**src/rtl/turn_sequencer.sv**
```systemverilog
// Turn sequencer for a two-player 3x3 attack game: menu configuration, human/CPU turns,
// turn timeout, board handshake and game-over handling.
module turn_sequencer #(
    parameter int unsigned TURN_CYCLES = 16
) (
    input  logic       i_clk,
    input  logic       i_rst,
    input  logic       i_select,
    input  logic       i_move,
    input  logic       i_attack,
    input  logic       i_cant_player,
    input  logic       i_orden,
    input  logic       i_cpu_valid,
    input  logic [1:0] i_cpu_row,
    input  logic [1:0] i_cpu_col,
    input  logic       i_board_done,
    input  logic [1:0] i_winner,
    output logic       o_attack_req,
    output logic [1:0] o_row_out,
    output logic [1:0] o_col_out,
    output logic [1:0] o_current_player_out,
    output logic [3:0] o_estado,
    output logic [7:0] o_timer_out
);

    typedef enum logic [3:0] {
        StIdle       = 4'd0,
        StCfgPlayers = 4'd1,
        StCfgOrder   = 4'd2,
        StTurn       = 4'd3,
        StWaitBoard  = 4'd4,
        StCheck      = 4'd5,
        StGameOver   = 4'd6
    } state_e;

    localparam logic [7:0] TimerLast = 8'(TURN_CYCLES - 1);

    state_e     r_state;
    logic       r_attack_req;
    logic [1:0] r_row;
    logic [1:0] r_col;
    logic [1:0] r_player;
    logic [7:0] r_timer;
    logic       r_cant;
    logic [1:0] r_winner;

    logic       r_sel_prev;
    logic       r_move_prev;
    logic       r_atk_prev;
    logic       r_rst_q;

    logic       w_sel_edge;
    logic       w_move_edge;
    logic       w_atk_edge;
    logic       w_cpu_turn;
    logic [1:0] w_next_row;
    logic [1:0] w_next_col;
    logic [1:0] w_cpu_row;
    logic [1:0] w_cpu_col;

    // The cycle right after reset is blanked so a button held through reset is not an edge.
    always_ff @(posedge i_clk) begin
        r_rst_q <= i_rst;
        if (i_rst) begin
            r_sel_prev  <= 1'b0;
            r_move_prev <= 1'b0;
            r_atk_prev  <= 1'b0;
        end else begin
            r_sel_prev  <= i_select;
            r_move_prev <= i_move;
            r_atk_prev  <= i_attack;
        end
    end

    assign w_sel_edge  = i_select & ~r_sel_prev  & ~r_rst_q;
    assign w_move_edge = i_move   & ~r_move_prev & ~r_rst_q;
    assign w_atk_edge  = i_attack & ~r_atk_prev  & ~r_rst_q;

    assign w_cpu_turn  = r_cant & (r_player == 2'd2);

    assign w_next_col  = (r_col == 2'd3) ? 2'd1 : r_col + 2'd1;
    assign w_next_row  = (r_col != 2'd3) ? r_row : ((r_row == 2'd3) ? 2'd1 : r_row + 2'd1);

    assign w_cpu_row   = (i_cpu_row == 2'd0) ? 2'd1 : i_cpu_row;
    assign w_cpu_col   = (i_cpu_col == 2'd0) ? 2'd1 : i_cpu_col;

    always_ff @(posedge i_clk) begin
        if (i_rst) begin
            r_state      <= StIdle;
            r_attack_req <= 1'b0;
            r_row        <= 2'd1;
            r_col        <= 2'd1;
            r_player     <= 2'd0;
            r_timer      <= 8'd0;
            r_cant       <= 1'b0;
            r_winner     <= 2'd0;
        end else begin
            r_attack_req <= 1'b0;
            case (r_state)
                StIdle: begin
                    if (w_sel_edge) begin
                        r_state <= StCfgPlayers;
                    end
                end
                StCfgPlayers: begin
                    if (w_sel_edge) begin
                        r_cant  <= i_cant_player;
                        r_state <= StCfgOrder;
                    end
                end
                StCfgOrder: begin
                    if (w_sel_edge) begin
                        r_player <= i_orden ? 2'd2 : 2'd1;
                        r_row    <= 2'd1;
                        r_col    <= 2'd1;
                        r_timer  <= 8'd0;
                        r_state  <= StTurn;
                    end
                end
                StTurn: begin
                    if (w_cpu_turn) begin
                        r_timer <= 8'd0;
                        if (i_cpu_valid) begin
                            r_row        <= w_cpu_row;
                            r_col        <= w_cpu_col;
                            r_attack_req <= 1'b1;
                            r_state      <= StWaitBoard;
                        end
                    end else if (w_atk_edge || (r_timer >= TimerLast)) begin
                        // Attack beats a same-cycle move; the timer freezes at its last value.
                        r_attack_req <= 1'b1;
                        r_state      <= StWaitBoard;
                    end else begin
                        r_timer <= r_timer + 8'd1;
                        if (w_move_edge) begin
                            r_row <= w_next_row;
                            r_col <= w_next_col;
                        end
                    end
                end
                StWaitBoard: begin
                    if (i_board_done) begin
                        r_winner <= i_winner;
                        r_state  <= StCheck;
                    end
                end
                StCheck: begin
                    if (r_winner != 2'd0) begin
                        r_state <= StGameOver;
                    end else begin
                        r_player <= (r_player == 2'd1) ? 2'd2 : 2'd1;
                        r_row    <= 2'd1;
                        r_col    <= 2'd1;
                        r_timer  <= 8'd0;
                        r_state  <= StTurn;
                    end
                end
                StGameOver: begin
                    if (w_sel_edge) begin
                        r_player <= 2'd0;
                        r_row    <= 2'd1;
                        r_col    <= 2'd1;
                        r_timer  <= 8'd0;
                        r_state  <= StIdle;
                    end
                end
                default: begin
                    r_player <= 2'd0;
                    r_state  <= StIdle;
                end
            endcase
        end
    end

    assign o_attack_req         = r_attack_req;
    assign o_row_out            = r_row;
    assign o_col_out            = r_col;
    assign o_current_player_out = r_player;
    assign o_estado             = r_state;
    assign o_timer_out          = r_timer;

endmodule

```
**config.mk**
```make
export PLATFORM = sky130hd
export DESIGN_NAME = turn_sequencer
export DESIGN_NICKNAME = d
export VERILOG_FILES = /design/src/rtl/turn_sequencer.sv
export SDC_FILE = /design/constraint.sdc
export NUM_CORES = 1
export LEC_CHECK = 0
export CAP_MARGIN = 15
export CORE_UTILIZATION = 49
export DETAILED_ROUTE_END_ITERATION = 12
export GPL_ROUTABILITY_DRIVEN = 0
export PLACE_DENSITY = 0.85
export SYNTH_ARGS = -nofsm -noshare
export SYNTH_HDL_FRONTEND = slang
export SYNTH_SLANG_ARGS = --single-unit
```
**constraint.sdc**
```tcl
create_clock -name i_clk -period 1.85 [get_ports i_clk]
set_input_delay 0.2775 -clock i_clk [delete_from_list [all_inputs] [get_ports i_clk]]
set_output_delay 0.2775 -clock i_clk [all_outputs]
set_load 0.01 [all_outputs]
```
==> results.tsv, run 1 <==
metric	value	unit
status	finished clean	
most-common-layout-cells	32 x clkdlybuf4s50_1, 22 x nor2_1, 19 x dfxtp_1	
core-area	2760	um2
yosys_register_bits	25	
async_flop_share	0	
syn_to_final_growth	32.5	%
clock_sinks	25	
fp-row-count	19	
initial_core_util	0.519	
synthSimpleGateAreaFrac	0.269	
synth-edff-count	0	
hpwl	2570	um
synth_cell_types	50	
finalMaxSlewViolations	0	
dpl.cell_count	226	
ys_warn_count	0	
reg2reg_depth	6	
clkLatencyLatePin	0.35	ns
antenna_found_initial	0	
p_comb_frac	0.140	
critPathArrivalTime	1.52	ns
ant_nets	0	
vdd_drop_max	505	uV
drive_gt1_frac	0.214	
syn_inst	159	
syn-cell-area	1430	um2
criticalPathCategory	register to output pin	
drcViolationCount	0	
nNetsFinal	221	
fp.dieH	56.0	um
setup_viol	0	
hp-class	primary input to register	
intPower	0.000709	W
drt_iter0_markers	30	
rr_endpoint	o_row_out[1]	
post-route-period-util	0.970	
grt_usage	0.216	
cp.required	1.57	ns
finClkSkew	0.00852	ns
synth_top_family_by_area	simple AND/OR/NAND/NOR gates	
die-width	56.0	um
power.leakage	0.715	nW
synth_xor_xnor_area_share	0	
post-route-min-period	1.79	ns
synth_adder_area_share	0.0350	
power	0.000968	W
power_density	511	nW/um2
grt_max_degree	19	
grt_first_pass_wirelength	5380	um
port-buffer-count	32	
die_area	3140	um2
htreeDepth	1	
hold_viol	0	
diodes	0	
min_from	i_select	
r2r_setup_slack	0.11	ns
wl	3410	um
seq_area_frac_synth	0.350	
crit_path_max_fanout	9	
dr.pass1.iters	4	
clk_path_buf_depth	2	
final_common_cell	clkdlybuf4s50_1	
ys.flop_type	dfxtp_1	
r2r-start	o_timer_out[4]	
p_seq_frac	0.581	
synth.area.mux_share	0.0709	
cts-root-buf	clkbuf_4	
syn_area_per_cell	8.99	um2
synth_compound_area_frac	0.191	
worstSetupStartpointType	register	
swShare	0.268	
clkPwrFrac	0.279	
fmax	557	MHz
grt_remaining_overflow	0	
dr_total_vias	1331	
layout.cells.non_filler	232	
wl_per_cell	14.7	um
cts_tree	built	
vias_per_cell	5.74	
rsz0062_at_grt	yes	
holdPathStages	2	
syn_nets	178	
whs_endpoint	r_sel_prev	
grt_pass1_vias	1228	
cts_buffers	3	
path_clk_slew	0.15	ns
end_kind	output pin	
max_cap_viol_count	0	
io_pins	34	
switchingPower	0.000259	W
[sequential cells by signal, summed over array words and instances (netlist names)]
| signal | cells |
|---|---|
| o_attack_req | 1 |
| r_move_prev | 1 |
| o_col_out | 2 |
| r_cant | 1 |
| r_winner | 2 |
| r_atk_prev | 1 |
| o_row_out | 2 |
| o_timer_out | 8 |
| o_current_player_out | 2 |
| o_estado | 3 |
| r_rst_q | 1 |
| r_sel_prev | 1 |
[stage by stage]
| stage | setup WS [ns] | cell area (um2) | TNS [ns] | hold slack [ns] | util |
|---|---|---|---|---|---|
| 6_report | 0.0559 | 1890 | 0 | 0.497 | 0.687 |
| 5_1_grt | -0.0246 | 1890 | -0.0361 | 0.497 | 0.687 |
| 4_1_cts | 0.0130 | 1840 | 0 | 0.464 | 0.669 |
| 3_5_place_dp | -0.0719 | 1810 | -0.242 | 0.491 | 0.657 |
| 3_3_place_gp | 0.0313 | 1810 | 0 | 0.484 | 0.657 |
| 2_1_floorplan | 0.260 | 1430 | 0 | 0.305 | - |
[critical path, stage by stage (launching register included)]
cell and delay [ns]:
dfxtp_2 0.48, buf_4 0.17, clkdlybuf4s50_1 0.53
[cells by family after synthesis]
group,Yosys count
buffers and inverters,17
other,1
adder cells (fa/ha/maj),4
multiplexers,10
AO/OA/AOI/OAI,34
AND/OR/NAND/NOR,68
flip-flops,25
[layer usage]
layer / share of wire / vias up / global-route usage
met5: 0 / - / 0
met4: 0.027 / 0 / 0.118
met3: 0.030 / 9 / 0.0209
met2: 0.51 / 36 / 0.362
met1: 0.44 / 632 / 0.271
li1: - / 654 / -
[how the worst max path moves through the flow]
stage,start,depth (start not counted),to
6_report,o_estado[1],2,o_estado[1]
4_1_cts,o_timer_out[5],6,o_row_out[1]
2_1_floorplan,o_timer_out[0],6,o_estado[2]
3_3_place_gp,i_select,6,o_row_out[1]
5_1_grt,o_timer_out[0],7,o_row_out[1]
3_5_place_dp,i_select,6,o_row_out[0]
[Yosys cell counts (3+ instances only)]
cell type / count / share of area
or3_1: 4 / 0.017
a211oi_1: 5 / 0.026
nor2_1: 22 / 0.058
nor2b_1: 4 / 0.017
mux2i_1: 9 / 0.063
nand2b_1: 7 / 0.031
inv_1: 5 / 0.013
a21oi_1: 8 / 0.028
dfxtp_1: 25 / 0.35
ha_1: 4 / 0.035
clkbuf_1: 4 / 0.010
nor3b_1: 3 / 0.016
nand3_1: 3 / 0.010
nand2_1: 8 / 0.021
[power groups by stage]
stage / registers [W] / clock network [W] / logic (W)
finish: 0.000563 / 0.000270 / 0.000136
global route: 0.000565 / 0.000297 / 0.000145
CTS: 0.000562 / 0.000273 / 0.000134
detailed placement: 0.000573 / 0 / 0.000133
global placement: 0.000572 / 0 / 0.000128
floorplan: 0.000569 / 0 / 0.0000802
[cell type report]
| type | instances | area, um2 |
|---|---|---|
| Sequential cell | 25 | 510 |
| Clock buffer | 3 | 22.5 |
| Multi-Input combinational cell | 117 | 841 |
| Tap cell | 31 | 38.8 |
| Timing Repair Buffer | 50 | 455 |
| Fill cell | 204 | 863 |
| Clock inverter | 1 | 7.51 |
| Inverter | 5 | 18.8 |
[repair_timing]
action	in CTS	in global routing
gates resized for setup	2	9
setup buffers	0	2
endpoints found under the setup margin	4	10
cloned	0	0
pin swaps	0	2
hold buffers	0	0
(Power assumes the default switching activity.)
==> run 2, diff against run 1 <==
- CORE_UTILIZATION: 49 -> 44
- PLACE_DENSITY: 0.85 -> 0.75
- clock period: 1.85 -> 1.6 ns (I/O delays scaled with it)
==> results.tsv, run 2 (synthesis gave the netlist of run 1 again) <==
metric	value	unit
status	finished, violations left	
drt_iter0_markers	47	
max_stage_delay	0.36	ns
fp.dieH	59.0	um
nNetsFinal	237	
p_comb_frac	0.165	
r2r_setup_slack	-0.07	ns
critPathTopFamily	compound AO/OA/AOI/OAI gates	
largest_reg_flops	8	
dr_total_vias	1397	
worstSetupEndpoint	o_col_out[0]	
hold_ws	0.491	ns
syn_to_final_growth	52.9	%
rr_endpoint	o_col_out[0]	
reg2reg_depth	7	
hpwl	2630	um
place_area	1940	um2
clock_sinks	25	
intPower	0.000829	W
holdPathStages	2	
fmax	598	MHz
hold_viol	0	
finalMaxSlewViolations	0	
crit_path_max_fanout	6	
vias_per_cell	5.35	
critPathArrivalTime	1.93	ns
r2r-start	o_timer_out[4]	
grt_remaining_overflow	0	
p_seq_frac	0.576	
setup_ws	-0.0721	ns
most-common-layout-cells	32 x buf_4, 21 x nor2_1, 20 x clkdlybuf4s50_1	
grt_max_degree	16	
setup_viol	13	
grt_first_pass_wirelength	6030	um
io_pins	34	
path_clk_slew	0.15	ns
cts_tree	built	
criticalPathCategory	register to register	
cts-root-buf	clkbuf_4	
swShare	0.261	
crit_start	o_timer_out[4]	
clkLatencyLatePin	0.32	ns
dpl.cell_count	254	
drive_gt1_frac	0.382	
cp_cell_sequence	nor4_2 > o311ai_1 > buf_4 > a22oi_2 > buf_6 > a21boi_4 > mux2i_1	
crit_slowest_cell	dfxtp_2	
dr.pass1.iters	4	
wl	3840	um
layout.cells.non_filler	261	
die_area	3480	um2
fp-row-count	20	
rsz0062_at_grt	yes	
vdd_drop_max	314	uV
antenna_found_initial	0	
die-width	59.0	um
diodes	0	
htreeDepth	1	
clk_path_buf_depth	2	
power.leakage	1.01	nW
power	0.00112	W
switchingPower	0.000292	W
worstSetupStartpointType	register	
post-route-min-period	1.67	ns
grt_pass1_vias	1365	
initial_core_util	0.465	
core-area	3080	um2
violations	setup timing	
power_density	513	nW/um2
final_common_cell	buf_4	
hp-class	primary input to register	
crit_buf_inv	2	
timing.critical_path.depth	7	
hold_buffers	0	
cts_buffers	3	
max_cap_viol_count	0	
ant_nets	0	
stdcell_area	2190	um2
post-route-period-util	1.05	
wl_per_cell	14.7	um
finClkSkew	0.00984	ns
clkPwrFrac	0.258	
drcViolationCount	0	
port-buffer-count	32	
cp.required	1.86	ns
end_kind	register	
grt_usage	0.230	
run 2: changes by cell type in the layout (fill, tap and decap cells not counted), sizes merged:
cell           before  now
clkinvlp            1    0
clkdlybuf4s50      32   20
dlymetal6s2s        0    9
dlygate4sd2         0    3
clkinv              0    1
buf                18   34
run 2: cell type report:
| class | count | area (um2) |
|---|---|---|
| clock inverter | 1 | 5.00 |
| sequential | 25 | 524 |
| inverter | 5 | 18.8 |
| tap | 44 | 55.1 |
| timing repair buffer | 66 | 602 |
| fill | 229 | 891 |
| multi-input combinational | 117 | 960 |
| clock buffer | 3 | 22.5 |
run 2: how the worst min path moves through the flow:
stage	slack (ns)	startpoint	end
after CTS	0.50	i_select	r_sel_prev
final	0.49	i_select	r_sel_prev
after floorplan	0.27	i_rst	r_rst_q
after global placement	0.48	o_row_out[1]	o_row_out[1]
after global routing	0.49	i_select	r_sel_prev
after detailed placement	0.50	o_row_out[1]	o_row_out[1]
run 2: layer usage:
layer	wire length, um	up-vias	track usage
li1	-	684	-
met1	1640	672	0.284
met2	1970	33	0.406
met3	164	8	0.0480
met4	64	0	0.0612
met5	0	-	0
run 2: what timing repair did:
action	in CTS	in global routing
endpoints found under the hold margin	0	0
setup endpoints to repair	18	23
resized for setup	32	26
gates cloned	0	0
pin swaps	6	7
buffers inserted	2	2
run 2: power by group through the flow:
stage | logic, W | registers (W) | clock network, W
2_1_floorplan | 0.0000927 | 0.000657 | 0
3_3_place_gp | 0.000164 | 0.000660 | 0
3_5_place_dp | 0.000168 | 0.000660 | 0
4_1_cts | 0.000177 | 0.000648 | 0.000296
5_1_grt | 0.000201 | 0.000649 | 0.000328
6_report | 0.000185 | 0.000646 | 0.000290
run 2: per-stage QoR:
step,setup slack [ns],TNS (ns),util
5_1_grt,-0.215,-1.95,0.711
4_1_cts,-0.0664,-0.239,0.682
2_1_floorplan,0.0100,0,-
3_5_place_dp,-0.263,-3.63,0.630
3_3_place_gp,-0.192,-2.92,0.630
6_report,-0.0721,-0.486,0.711
==> run 3, diff against run 2 <==
==> constraint.sdc (replaced) <==
create_clock -name i_clk -period 1.6 [get_ports i_clk]
set_input_delay 0.16 -clock i_clk [delete_from_list [all_inputs] [get_ports i_clk]]
set_output_delay 0.16 -clock i_clk [all_outputs]
set_load 0.01 [all_outputs]
==> results.tsv, run 3 (synthesis gave the netlist of run 1 again) <==
metric	value	unit
dr_total_vias	1383	
end_kind	register	
largest_reg_flops	8	
post-route-period-util	1.05	
hpwl	2550	um
whs_endpoint	r_sel_prev	
clk_path_buf_depth	2	
fp-row-count	20	
cts_buffers	3	
drive_gt1_frac	0.364	
final_common_cell	buf_4	
clkLatencyLatePin	0.33	ns
timing.critical_path.depth	9	
io_pins	34	
holdPathStages	2	
status	finished, violations left	
grt_remaining_overflow	0	
die-width	59.0	um
grt_pass1_vias	1398	
hold_viol	0	
most-common-layout-cells	31 x buf_4, 30 x clkdlybuf4s50_1, 21 x nor2_1	
path_clk_slew	0.15	ns
rsz0062_at_grt	yes	
hold_buffers	0	
finalMaxSlewViolations	0	
stdcell_area	2150	um2
setup_ws	-0.0781	ns
grt_first_pass_wirelength	5980	um
core-area	3080	um2
r2r-start	o_timer_out[0]	
syn_to_final_growth	50.5	%
port-buffer-count	32	
violations	setup timing	
initial_core_util	0.465	
finClkSkew	0.0127	ns
nNetsFinal	237	
diodes	0	
crit_buf_inv	4	
cts-root-buf	clkbuf_4	
dr.pass1.iters	4	
antenna_found_initial	0	
htreeDepth	1	
ant_nets	0	
rr_endpoint	o_timer_out[5]	
cts_tree	built	
power_density	523	nW/um2
wl_per_cell	14.8	um
vdd_drop_max	311	uV
reg2reg_depth	9	
drt_iter0_markers	26	
max_stage_delay	0.36	ns
power.leakage	0.845	nW
crit_slowest_cell	dfxtp_2	
criticalPathCategory	register to register	
hp-class	primary input to register	
critPathTopFamily	buffers and inverters	
max_cap_viol_count	0	
power	0.00112	W
wl	3860	um
vias_per_cell	5.30	
fmax	596	MHz
crit_path_max_fanout	7	
place_area	1930	um2
critPathArrivalTime	1.93	ns
setup_viol	10	
grt_usage	0.230	
min_from	i_select	
post-route-min-period	1.68	ns
grt_max_degree	16	
fp.dieH	59.0	um
die_area	3480	um2
clock_sinks	25	
cp.required	1.86	ns
worstSetupStartpointType	register	
r2r_setup_slack	-0.08	ns
cp_cell_sequence	ha_2 > nand3_2 > o311ai_4 > a22oi_2 > buf_6 > buf_4 > buf_6 > buf_4 > a211oi_2	
drcViolationCount	0	
## run 3: cell types whose count changed in the layout (fill, tap and decap cells not counted), sizes merged
cell,change
clkdlybuf4s50,+10
dlymetal6s2s,-8
dlygate4sd2,-2
## run 3: worst reg2reg max path, delay by kind of cell (launching register included)
family / cells / cell delay [ns]
buffers and inverters: 4 / 0.52
AO/OA/AOI/OAI: 3 / 0.42
flip-flops: 1 / 0.36
adder cells (fa/ha/maj): 1 / 0.19
AND/OR/NAND/NOR: 1 / 0.12
## run 3: where the power goes
part           internal [W]  switching [W]  total [W]
Combinational      0.000104      0.0000801   0.000184
Sequential         0.000634      0.0000166   0.000651
Clock             0.0000937       0.000196   0.000290
Total              0.000832       0.000293    0.00112
## run 3: per-layer routing
metal  track usage  share of wire
met1         0.280           0.46
met2         0.396           0.50
met3        0.0349          0.031
met4         0.109         0.0075
met5             0              0
## run 3: worst max path at each step
stage / from / to / slack, ns
after global routing: o_timer_out[4] / o_row_out[0] / -0.15
after CTS: o_estado[2] / o_timer_out[3] / 0.001
final: o_timer_out[0] / o_timer_out[5] / -0.08
after global placement: i_select / o_col_out[1] / -0.11
after floorplan: o_timer_out[0] / o_estado[2] / 0.01
after detailed placement: i_select / o_row_out[0] / -0.19
## run 3: what timing repair did
item                                    in CTS  in global routing
pin swaps                                    8                  7
gates resized for setup                     25                 18
setup buffers                                4                  2
endpoints found under the setup margin      16                 21
## run 3: through the flow
step	setup TNS, ns	std cells	setup WS [ns]	util	hold WS (ns)
2_1_floorplan	0	159	0.0100	-	0.188
3_3_place_gp	-1.33	253	-0.111	0.628	0.480
3_5_place_dp	-2.00	253	-0.194	0.628	0.503
4_1_cts	0	260	0.00102	0.681	0.404
5_1_grt	-1.42	261	-0.149	0.699	0.403
6_report	-0.460	261	-0.0781	0.699	0.399
## run 3: area by class of cell
class                      instances  area (um2)
multi-input combinational        117         942
fill                             239         926
timing repair buffer              66         588
sequential                        25         520
tap                               44        55.1
clock buffer                       3        22.5
inverter                           5        18.8
clock inverter                     1        5.00
